$ cat src/rtl/spir_pkg.sv
`default_nettype none
// ============================================================================
// Module      : spir_pkg
// Description : Shared definitions for the SPI register protocol: frame field
//               widths, FSM state encodings and the header packing function.
// Revision    : 1.0 - initial release
// ============================================================================
package spir_pkg;

  localparam int SPIR_HDR_W   = 16;
  localparam int SPIR_DATA_W  = 32;
  localparam int SPIR_WR_BIT  = 15;
  localparam int SPIR_ADDR_W  = 12;
  localparam int SPIR_FRAME_W = SPIR_HDR_W + SPIR_DATA_W;

  // Frame sequencer states
  typedef enum logic [2:0] {
    ST_IDLE  = 3'd0,
    ST_LEAD  = 3'd1,
    ST_SHIFT = 3'd2,
    ST_TRAIL = 3'd3,
    ST_GAP   = 3'd4
  } spir_state_e;

  // Header layout: {wr, 3'b000, addr[11:0]}
  function automatic logic [SPIR_HDR_W-1:0] spir_pack_hdr(
    input logic                   wr,
    input logic [SPIR_ADDR_W-1:0] addr
  );
    logic [SPIR_HDR_W-1:0] hdr;
    hdr                    = '0;
    hdr[SPIR_WR_BIT]       = wr;
    hdr[SPIR_ADDR_W-1:0]   = addr;
    return hdr;
  endfunction

endpackage
`default_nettype wire

$ cat src/rtl/spir_clkgen.sv
`default_nettype none
// ============================================================================
// Module      : spir_clkgen
// Description : spi_clk divider. Counts CLK_DIV system cycles per half-period
//               and issues one-cycle tick/rise/fall strobes plus the registered
//               spi_clk level. Held in reset (count 0, clock low) when idle.
// Revision    : 1.0 - initial release
// ============================================================================
module spir_clkgen #(
  parameter int CLK_DIV = 4
) (
  input  logic clk,
  input  logic nreset,
  input  logic run_i,
  input  logic toggle_i,
  output logic tick_o,
  output logic rise_o,
  output logic fall_o,
  output logic sclk_o
);

  localparam logic [7:0] DIV_LAST = 8'(CLK_DIV - 1);

  logic [7:0] cnt_q, cnt_d;
  logic       sclk_q, sclk_d;

  assign tick_o = run_i && (cnt_q == DIV_LAST);
  assign rise_o = tick_o && toggle_i && !sclk_q;
  assign fall_o = tick_o && toggle_i && sclk_q;
  assign sclk_o = sclk_q;

  // Divider reloads at CLK_DIV-1 so it never wraps; spi_clk toggles on ticks
  always_comb begin
    cnt_d  = cnt_q;
    sclk_d = sclk_q;
    if (!run_i) begin
      cnt_d  = 8'd0;
      sclk_d = 1'b0;
    end else begin
      cnt_d = tick_o ? 8'd0 : cnt_q + 8'd1;
      if (tick_o && toggle_i) begin
        sclk_d = !sclk_q;
      end
    end
  end

  // Divider state register
  always_ff @(posedge clk or negedge nreset) begin
    if (!nreset) begin
      cnt_q  <= 8'd0;
      sclk_q <= 1'b0;
    end else begin
      cnt_q  <= cnt_d;
      sclk_q <= sclk_d;
    end
  end

endmodule
`default_nettype wire

$ cat src/rtl/spir_master.sv
`default_nettype none
// ============================================================================
// Module      : spir_master
// Description : SPI register-protocol initiator. Converts single register
//               requests into 48-bit write or (48+TURN_BITS)-bit read frames,
//               SPI mode 0, MSB first, and returns a one-cycle completion
//               pulse with read data.
// Revision    : 1.0 - initial release
// ============================================================================
module spir_master
  import spir_pkg::*;
#(
  parameter int CLK_DIV    = 4,
  parameter int TURN_BITS  = 8,
  parameter int GAP_CYCLES = 8,
  parameter int ADDR_W     = 12
) (
  input  logic              clk,
  input  logic              nreset,
  input  logic              req_valid,
  output logic              req_ready,
  input  logic              req_wr,
  input  logic [ADDR_W-1:0] req_addr,
  input  logic [31:0]       req_wdata,
  output logic              rsp_valid,
  output logic [31:0]       rsp_rdata,
  output logic              spi_clk,
  output logic              spi_ncs,
  output logic              spi_do,
  input  logic              spi_di
);

  localparam logic [6:0] BITS_WR    = 7'(SPIR_FRAME_W);
  localparam logic [6:0] BITS_RD    = 7'(SPIR_FRAME_W + TURN_BITS);
  localparam logic [6:0] DATA_START = 7'(SPIR_HDR_W + TURN_BITS);
  localparam int         GAP_W      = $clog2(GAP_CYCLES + 1);
  localparam logic [GAP_W-1:0] GAP_LAST = GAP_W'(GAP_CYCLES - 1);

  spir_state_e state_q, state_d;

  logic [SPIR_FRAME_W-1:0] tx_q, tx_d;
  logic [SPIR_DATA_W-1:0]  rx_q, rx_d;
  logic [6:0]              bit_q, bit_d;
  logic [GAP_W-1:0]        gap_q, gap_d;
  logic                    wr_q, wr_d;
  logic                    ready_q, ready_d;
  logic                    ncs_q, ncs_d;
  logic                    do_q, do_d;
  logic                    rsp_valid_q, rsp_valid_d;
  logic [31:0]             rsp_rdata_q, rsp_rdata_d;
  logic                    di_meta_q, di_sync_q;

  logic                    tick, rise, fall, sclk;
  logic                    accept, last_bit, gap_done;
  logic [6:0]              bits_total;
  logic [SPIR_HDR_W-1:0]   hdr;

  assign hdr        = spir_pack_hdr(req_wr, req_addr);
  assign accept     = (state_q == ST_IDLE) && req_valid && ready_q;
  assign bits_total = wr_q ? BITS_WR : BITS_RD;
  assign last_bit   = (bit_q == bits_total - 7'd1);
  assign gap_done   = (gap_q == GAP_LAST);

  spir_clkgen #(
    .CLK_DIV (CLK_DIV)
  ) u_clkgen (
    .clk      (clk),
    .nreset   (nreset),
    .run_i    ((state_q == ST_LEAD) || (state_q == ST_SHIFT) || (state_q == ST_TRAIL)),
    .toggle_i (state_q == ST_SHIFT),
    .tick_o   (tick),
    .rise_o   (rise),
    .fall_o   (fall),
    .sclk_o   (sclk)
  );

  // State register
  always_ff @(posedge clk or negedge nreset) begin
    if (!nreset) begin
      state_q <= ST_IDLE;
    end else begin
      state_q <= state_d;
    end
  end

  // Next-state: one frame per accepted request, then a mandatory ncs-high gap
  always_comb begin
    state_d = state_q;
    case (state_q)
      ST_IDLE:  if (accept)           state_d = ST_LEAD;
      ST_LEAD:  if (tick)             state_d = ST_SHIFT;
      ST_SHIFT: if (fall && last_bit) state_d = ST_TRAIL;
      ST_TRAIL: if (tick)             state_d = ST_GAP;
      ST_GAP:   if (gap_done)         state_d = ST_IDLE;
      default:                        state_d = ST_IDLE;
    endcase
  end

  // Output/datapath next values: shift out on falls, sample MISO on rises
  always_comb begin
    ready_d     = (state_d == ST_IDLE);
    ncs_d       = ncs_q;
    do_d        = do_q;
    tx_d        = tx_q;
    rx_d        = rx_q;
    bit_d       = bit_q;
    gap_d       = gap_q;
    wr_d        = wr_q;
    rsp_valid_d = 1'b0;
    rsp_rdata_d = rsp_rdata_q;
    case (state_q)
      ST_IDLE: begin
        if (accept) begin
          tx_d  = {hdr, (req_wr ? req_wdata : 32'h0)};
          wr_d  = req_wr;
          ncs_d = 1'b0;
          do_d  = hdr[SPIR_HDR_W-1];
          bit_d = 7'd0;
          rx_d  = '0;
        end
      end
      ST_SHIFT: begin
        if (rise && !wr_q && (bit_q >= DATA_START)) begin
          rx_d = {rx_q[SPIR_DATA_W-2:0], di_sync_q};
        end
        if (fall) begin
          // Bits beyond the 48-bit payload (read turnaround/data) shift out as 0
          tx_d  = {tx_q[SPIR_FRAME_W-2:0], 1'b0};
          do_d  = last_bit ? 1'b0 : tx_q[SPIR_FRAME_W-2];
          bit_d = last_bit ? bit_q : bit_q + 7'd1;
        end
      end
      ST_TRAIL: begin
        if (tick) begin
          ncs_d       = 1'b1;
          rsp_valid_d = 1'b1;
          rsp_rdata_d = wr_q ? 32'h0 : rx_q;
          gap_d       = '0;
        end
      end
      ST_GAP: begin
        if (!gap_done) begin
          gap_d = gap_q + GAP_W'(1);
        end
      end
      default: begin
      end
    endcase
  end

  // Datapath and registered outputs
  always_ff @(posedge clk or negedge nreset) begin
    if (!nreset) begin
      tx_q        <= '0;
      rx_q        <= '0;
      bit_q       <= 7'd0;
      gap_q       <= '0;
      wr_q        <= 1'b0;
      ready_q     <= 1'b0;
      ncs_q       <= 1'b1;
      do_q        <= 1'b0;
      rsp_valid_q <= 1'b0;
      rsp_rdata_q <= 32'h0;
    end else begin
      tx_q        <= tx_d;
      rx_q        <= rx_d;
      bit_q       <= bit_d;
      gap_q       <= gap_d;
      wr_q        <= wr_d;
      ready_q     <= ready_d;
      ncs_q       <= ncs_d;
      do_q        <= do_d;
      rsp_valid_q <= rsp_valid_d;
      rsp_rdata_q <= rsp_rdata_d;
    end
  end

  // Two-flop synchroniser for the asynchronous MISO line
  always_ff @(posedge clk or negedge nreset) begin
    if (!nreset) begin
      di_meta_q <= 1'b0;
      di_sync_q <= 1'b0;
    end else begin
      di_meta_q <= spi_di;
      di_sync_q <= di_meta_q;
    end
  end

  assign req_ready = ready_q;
  assign rsp_valid = rsp_valid_q;
  assign rsp_rdata = rsp_rdata_q;
  assign spi_clk   = sclk;
  assign spi_ncs   = ncs_q;
  assign spi_do    = do_q;

endmodule
`default_nettype wire

$ cat config.mk
export PLATFORM = sky130hd
export DESIGN_NAME = spir_master
export DESIGN_NICKNAME = d
export VERILOG_FILES = /design/src/rtl/spir_pkg.sv /design/src/rtl/spir_clkgen.sv /design/src/rtl/spir_master.sv
export SDC_FILE = /design/constraint.sdc
export NUM_CORES = 1
export LEC_CHECK = 0
export CAP_MARGIN = 20
export CORE_MARGIN = 4
export CORE_UTILIZATION = 55
export CTS_CLUSTER_SIZE = 10
export DETAILED_ROUTE_END_ITERATION = 16
export PLACE_DENSITY = 0.8
export SLEW_MARGIN = 20
export SYNTH_ARGS = -nofsm -noshare
export SYNTH_HDL_FRONTEND = slang
export SYNTH_SLANG_ARGS = --single-unit
$ cat constraint.sdc
create_clock -name clk -period 5.85 [get_ports clk]
set_input_delay 0.8775 -clock clk [delete_from_list [all_inputs] [get_ports clk]]
set_output_delay 0.8775 -clock clk [all_outputs]
set_load 0.02 [all_outputs]
==> results.ini <==
[layout]
nets = 739
fillCellCount = 864
diodes = 0
fin_cells = 839
drive_gt1_frac = 0.07153
area_growth_pct = 23.13

[die]
num_rows = 38
fp.dieW_um = 115.4
ioPinCount = 86
die_y_um = 115.4
core_mm2 = 0.01108
dieArea_mm2 = 0.01331
start_util = 0.5724

[timing]
hold_viol = 0
skew_ns = 0.007773
relSlewSlack = 0.2837
tightest_slew_ns = 1.071
fin_tns_setup_ns = 0
rsz0062_at_grt = no
finalSetupViolations = 0
slew_viol_final = 0
period_minus_slack_ns = 3.314
fin_crit_sh = 0.5665
fmax_ghz = 0.3018

[setup_path]
critPathKind = in2reg
cp_max_fo = 57
start_kind = input pin
cp-end-kind = flip-flop
cp.arrival_ns = 3.64
cp.required_ns = 6.18

[logic_synthesis]
async_reset_ff_frac = 1.000
syn_area_mm2 = 0.006341
syn_area_per_cell_um2 = 10.18
yosys_warnings = 0
ys_types = 48
synth_ff_type = dfrtp_1
ys_ff_latch = 141
synth_edf_count = 0
yosysSeqAreaShare = 0.5566
syn_nets = 676
synthCells = 623

[routing]
drt_iter0_drc = 457
postRouteAntennaNets = 0
routed_wl_um = 13460
wl_per_cell_um = 16.05
via_per_inst = 5.762
vias = 4834
drc_errors = 0
dr.pass1.iters = 6

[clock_network]
insertion_delay_ns = 0.42
postCtsResizedCells = 0
clock_sinks = 141
clockBufferDepth = 2
cts_hold_buffers = 0
clockRootBuffer = clkbuf_16
cts_buffers = 17
htreeDepth = 4
clkTransAtPathRegs_ns = 0.06
cts_setup_buffers = 0
cts_tree = built

[status]
status = finished, final reports clean

[grt]
grt_max_degree = 89
grt_pass1_wl_um = 22220
grt_antenna_before_repair = 0
overflow = 0
grt_pass1_vias = 4716
grt_usage = 0.2100

[power_and_ir_drop]
comb_power_share = 0.028
seq_power_share = 0.468
cell_internal_pwr_mw = 1.668
leakage_nw = 3.775
peakVddDrop_mv = 0.2866
powerDensity_mw_per_mm2 = 268.0
sw_frac_of_total = 0.2030
p_switching_mw = 0.4249
power_frac_clock = 0.504

[placement]
place.gp.congestion = 0.7677
dpl.hpwl_um = 8328
io_buffers = 85
dp_cells = 807

[min_path]
min_path_type = reg2reg

[run]
maxCapViolations = 0

## kinds of logic (layout without fill, tap and decap cells)
group                      after synthesis  after routing  share of synthesized area
AOI/OAI and AO/OA                      143            143                     0.1401
xor gates and xnor gates                 8              8                    0.01105
buffers and inverters                   86            162                    0.05643
DFF                                    141            141                     0.5566
muxes                                   46             46                    0.07281
adders and majority gates                4              4                   0.007893
and+or+nand+nor                        195            195                     0.1551
## per-stage QoR
step | worst slack [ns] | power, mW | instance area (um2) | utilization | hold slack (ns)
6_report | 2.536 | 2.093 | 7807 | 0.7048 | 0.3594
5_1_grt | 2.282 | 2.160 | 7807 | 0.7048 | 0.3734
3_3_place_gp | 2.199 | 1.055 | 7218 | 0.6516 | 0.3483
4_1_cts | 2.521 | 2.111 | 7807 | 0.7048 | 0.3651
3_5_place_dp | 2.118 | 1.057 | 7219 | 0.6517 | 0.3517
2_1_floorplan | 3.714 | 1.002 | 6341 | - | 0.3312
## placed cells by master (no fill, tap or decap), types with 2 or more instances in the layout
cell type        count
a211oi_1             3
a21boi_1             2
a21oi_1             34
a22o_1               3
and3_1              34
buf_4                7
bufinv_16            2
clkbuf_1             2
clkbuf_16           17
clkbuf_8             3
clkdlybuf4s50_1     84
clkinv_2             3
clkinvlp_4           4
dfrtp_1            139
ha_1                 4
inv_1               38
mux2i_1             45
nand2_1             70
nand3_1             58
nand4_1              3
nor2_1              13
o21ai_0             52
o31ai_1             35
or3b_2               2
or4_1                3
xor2_1               7
## path summary, 6_finish.rpt
| path | from | slack, ns | to | cells past startpoint |
|---|---|---|---|---|
| setup / recovery | req_valid | 2.54 | rx_q[22]$_DFFE_PN0P_ | 6 |
| hold / removal | di_meta_q$_DFF_PN0_ | 0.36 | di_sync_q$_DFF_PN0_ | 0 |
| setup reg to reg | state_q[2]$_DFF_PN0_ | 2.91 | rx_q[22]$_DFFE_PN0P_ | 5 |
| hold reg to reg | di_meta_q$_DFF_PN0_ | 0.36 | di_sync_q$_DFF_PN0_ | 0 |
| max in group asynchronous | nreset | 4.15 | tx_q[17]$_DFFE_PN0P_ | 2 |
| min in group asynchronous | nreset | 0.51 | rsp_rdata[6]$_DFFE_PN0P_ | 1 |
## routing by layer
| layer | up-vias | track usage | wire, um |
|---|---|---|---|
| met3 | 15 | 0.06579 | 742 |
| met5 | - | 0 | 0 |
| met1 | 2364 | 0.2824 | 6049 |
| met2 | 140 | 0.3322 | 6524 |
| li1 | 2315 | - | - |
| met4 | 0 | 0.05947 | 148 |
## power by group through the flow
stage	registers [mW]	logic, mW	clock network, mW
floorplan	0.997	0.00537	0
global placement	0.997	0.0582	0
detailed placement	0.997	0.0594	0
CTS	0.980	0.0595	1.07
global route	0.980	0.0646	1.12
finish	0.980	0.0582	1.05
## sequential cells by signal, indices dropped and copies added, names as in the netlist, 3 cells and up
name and cells:
rx_q 32, state_q 3, gap_q 4, bit_q 7
rsp_rdata 32, tx_q 47, u_clkgen.cnt_q 8
## worst max-delay path, cell delays in order
cell and delay, ns:
clkdlybuf4s50_1 0.46, nor4b_1 0.54, nand2_2 0.77, o41ai_4 0.19, buf_4 0.50, mux2i_1 0.27
## cell type report
| class | instances | area (um2) | area share |
|---|---|---|---|
| multi-input cells | 396 | 2466 | 0.3159 |
| repair buffers | 92 | 904.6 | 0.1159 |
| inverters | 38 | 142.6 | 0.01827 |
| flip-flops and latches | 141 | 3531 | 0.4522 |
| well taps | 140 | 175.2 | 0.02244 |
| clock inverters | 10 | 113.9 | 0.01458 |
| clock buffers | 22 | 474.2 | 0.06074 |
## synth_stat cells (7+ instances only)
cell / count / area, um2
dfrtp_1: 140 / 3503
nand2_1: 71 / 266.5
nand3_1: 58 / 290.3
o21ai_0: 52 / 260.3
mux2i_1: 45 / 450.4
clkbuf_1: 38 / 142.6
inv_1: 38 / 142.6
a21oi_1: 35 / 175.2
o31ai_1: 35 / 262.8
and3_1: 34 / 212.7
nor2_1: 13 / 48.80
xor2_1: 7 / 61.31
No activity file was read; power rests on OpenSTA's default activity.
